<file path="config.mk">
export PLATFORM = sky130hd
export DESIGN_NAME = fsm_seq1094
export DESIGN_NICKNAME = d
export VERILOG_FILES = /design/src/rtl/fsm_seq1094.sv
export SDC_FILE = /design/constraint.sdc
export NUM_CORES = 1
export LEC_CHECK = 0
export ABC_AREA = 1
export CORE_AREA = 3 3 40 42
export DETAILED_ROUTE_END_ITERATION = 8
export DIE_AREA = 0 0 43 45
export GPL_TIMING_DRIVEN = 1
export PLACE_DENSITY_LB_ADDON = 0.1
export SLEW_MARGIN = 0
export SYNTH_ARGS = -nofsm -noshare
export SYNTH_HDL_FRONTEND = slang
export SYNTH_SLANG_ARGS = --single-unit
export TNS_END_PERCENT = 10
</file>
<file path="constraint.sdc">
create_clock -name clk -period 0.95 [get_ports clk]
set_clock_uncertainty 0.2 [all_clocks]
set_input_delay 0.19 -clock clk [delete_from_list [all_inputs] [get_ports clk]]
set_output_delay 0.19 -clock clk [all_outputs]
set_load 0.05 [all_outputs]
</file>
<file path="src/rtl/fsm_seq1094.sv">
// Moore detector for the ordered digit sequence D0,D1,D2,D3 on a W-bit stream.
// The flag is a dedicated register so it cannot glitch on digit changes.
module fsm_seq1094 #(
    parameter int           W  = 4,
    parameter logic [W-1:0] D0 = W'(1),
    parameter logic [W-1:0] D1 = W'(0),
    parameter logic [W-1:0] D2 = W'(9),
    parameter logic [W-1:0] D3 = W'(4)
) (
    input  logic         clk,
    input  logic         reset,
    input  logic [W-1:0] in,
    output logic         y
);

    // state | meaning
    // S0    | idle
    // S1    | seen D0
    // S2    | seen D0 D1
    // S3    | seen D0 D1 D2
    // S4    | match, flag high
    typedef enum logic [2:0] {
        S0 = 3'd0,
        S1 = 3'd1,
        S2 = 3'd2,
        S3 = 3'd3,
        S4 = 3'd4
    } state_t;

    state_t r_state = S0;
    logic   r_y     = 1'b0;
    state_t w_next;

    always_ff @(posedge clk) begin
        if (reset) begin
            r_state <= S0;
            r_y     <= 1'b0;
        end else begin
            r_state <= w_next;
            r_y     <= (w_next == S4);
        end
    end

    always_comb begin
        w_next = S0;
        case (r_state)
            S0: if (in == D0) w_next = S1;
            S1: if (in == D1) w_next = S2;
                else if (in == D0) w_next = S1;
            S2: if (in == D2) w_next = S3;
                else if (in == D0) w_next = S1;
            S3: if (in == D3) w_next = S4;
                else if (in == D0) w_next = S1;
            S4: if (in == D0) w_next = S1;
            // unused encodings fall back to idle
            default: w_next = S0;
        endcase
    end

    assign y = r_y;

endmodule

</file>
==> summary.txt <==
Critical path
  • Kind of critical path: reg2out
  • Worst r2r path cells: 4
  • CP cell instances: buf_12
  • Reg2reg start: r_state[1]
  • Worst Path Max Fanout: 1
  • FF-to-FF setup slack: -0.08 ns
  • Worst Path Buf+Inv: 1
  • Critical path endpoint category: output pin
  • Critical R2R Capture: r_state[0]
  • Worst path arrival time: 0.70 ns
  • CP top delay family: flip-flops
  • Startpoint Class: flip-flop
  • Max stage delay on crit path: 0.33 ns
  • Slowest CP cell: dfxtp_2
  • Critical path required time: 0.56 ns

Global route
  • GRT Util Overall: 5.74%
  • Vias in the first global route: 192
  • GRT overflow: 0
  • First-pass GRT wire length: 786 µm
  • Initial antenna violation count: 0
  • Largest net degree at the start of global routing: 5

Detailed routing
  • Routed WL: 481 µm
  • Drt first pass iters: 2
  • Remaining DRCs: 0
  • Via count: 201
  • Vias per cell: 3.94
  • Post-DR wirelength/cell: 9.43 µm
  • Antenna Nets Post-Route: 0
  • DRT iter0 DRCs: 5

Synth
  • Top post-synthesis cells by area: dfxtp_1 (43%), nand2_1 (10%), nor2_2 (10%), nor2_1 (8.0%), nand3_1 (5.3%)
  • Synth unique cells: 11
  • Post-Synth XOR/XNOR Area: 0%
  • Flops & latches, synth: 4
  • Gate Count Post-Synth: 26
  • Mapped Avg Cell Area: 7.22 µm²
  • Post-synth top area cell: dfxtp_1
  • Seq/Total Area, Yosys: 42.7%
  • Compound-cell area share of the yosys netlist: 5.33%
  • Synth Warn #: 0
  • Multiplexer share of the synthesized area: 0%
  • Main combinational cell family by area after synthesis: simple AND/OR/NAND/NOR gates
  • Post-Syn Area: 188 µm²
  • Synth Area in Simple Gates: 48.0%
  • Synth top area share: 42.7%
  • Synth Net Count: 32
  • Adder-Cell Fraction of Synth Area: 0%

Power
  • Max VDD drop: 0.307 mV
  • Cell Pwr Density: 1320 nW/µm²
  • Leakage power: 0.000120 µW
  • Total power: 420 µW

Status
  • Failing checks: negative setup slack
  • Status: finished with violations

Finish
  • # diodes: 0
  • Area of the multi-input gates: 111 µm²
  • Fill count: 144
  • Area grow syn2layout: 69.3%
  • Fin util: 24.7%
  • Reg area: 85.1 µm²
  • Final nets: 44
  • Share of cells above drive strength 1: 47.2%

Clocking
  • # H-tree levels: 1
  • Clock sinks: 4
  • Post-CTS Hold Fix Bufs: 0
  • Clock Path Buffers: 2
  • Clk root buf: clkbuf_4
  • Worst-Skew Late Latency: 0.23 ns
  • Clk slew on worst S/H paths: 0.04 ns
  • Num CTS Buffers: 3
  • CTS tree: built

Placement
  • Hpwl dp: 389 µm
  • Port-buffer cells: 6
  • Gpl congestion: 0.703

Timing
  • Final Hold Fails: 0
  • Tmin final: 1.09 ns
  • # setup viols final: 4
  • Final Cycle Share: 115%
  • Slew headroom: 85.3%
  • Least-Margin Pin Slew: 0.219 ns
  • Final Max Slew Viols: 0
  • Setup TNS: -0.299 ns
  • Max Freq: 0.918 GHz
  • RSZ-0062 raised after global routing: yes
  • Slack of the critical path: -0.139 ns

Min path
  • Hold EP: r_state[1]
  • Hold crit path type: in2reg
  • Hold Path Origin: in[0]
  • Hold-critical path depth: 4

Floorplan
  • Starting density of the core: 14.6%
  • Rows: 13
  • Top Ports: 7
  • Width of the die: 43 µm
  • Die ar.: 1940 µm²
  • Core ar.: 1280 µm²
  • Die height: 45 µm

Run
  • Max Cap Viol: 0
layer usage:
layer,part of all wire (%),GRT usage (%)
met4,0,5.42
met2,49,6.89
met1,48,8.17
met3,2.9,1.20
met5,0,0
cell type report:
cell class	instances	share of cell area [%]
Clock buffer	3	7.09
Timing Repair Buffer	7	22.8
Tap cell	15	5.91
Inverter	2	2.36
Multi-Input combinational cell	20	35.0
Sequential cell	4	26.8
worst max path at each step:
| stage | from | endpoint | slack, ns | depth (start not counted) |
|---|---|---|---|---|
| after floorplan | r_state[1] | r_state[0] | -0.02 | 6 |
| after global placement | in[0] | r_state[0] | -0.41 | 7 |
| after detailed placement | in[0] | r_state[0] | -0.45 | 7 |
| after CTS | y | y | -0.15 | 1 |
| after global routing | y | y | -0.17 | 1 |
| final | y | y | -0.14 | 1 |
repair_timing:
| item | in CTS | in global routing |
|---|---|---|
| gates cloned | 0 | 0 |
| pin swaps | 4 | 3 |
| setup endpoints to repair | 5 | 5 |
| buffers inserted | 0 | 1 |
| gates resized for setup | 6 | 5 |
cell usage after synthesis:
cell type / number
nand2_1: 5
nand3_1: 2
dfxtp_1: 4
nor2_2: 3
nor2_1: 4
a21oi_1: 1
o21ai_0: 1
nand3b_1: 1
inv_1: 2
nand3_2: 1
nor3_1: 2
placed cells by master (no fill, tap or decap):
cell / n
dfxtp_2: 4
nand3_2: 1
clkbuf_4: 3
nand3_1: 2
inv_2: 1
o21ai_0: 1
nor2_2: 4
buf_4: 1
nand3b_1: 1
dlygate4sd2_1: 4
nand2_1: 5
buf_12: 1
a21oi_2: 1
clkdlybuf4s50_1: 1
nor3_1: 1
nor3_2: 1
nor2_1: 3
inv_1: 1
report_power, final:
group | total (µW) | internal [µW] | switching (µW)
logic | 34.7 | 17.1 | 17.6
clock network | 216 | 142 | 73.9
registers | 170 | 169 | 0.717
flip-flops by register name, indices dropped and copies added, names as in the netlist:
register	count
r_state	3
y	1
kinds of logic (layout without fill, tap and decap cells):
logic type | count (synthesis) | count (layout)
AND/OR/NAND/NOR | 18 | 18
flip-flops | 4 | 4
AO/OA/AOI/OAI | 2 | 2
buffers and inverters | 2 | 12
per-stage QoR:
stage / hold slack (ns) / area, µm² / setup slack, ns / instances
after floorplan: 0.0569 / 189 / -0.0170 / 26
after global placement: 0.313 / 278 / -0.413 / 47
after detailed placement: 0.317 / 278 / -0.451 / 47
after CTS: 0.198 / 299 / -0.152 / 50
after global routing: 0.241 / 318 / -0.171 / 51
final: 0.203 / 318 / -0.139 / 51
No activity file was read; power rests on OpenSTA's default activity.
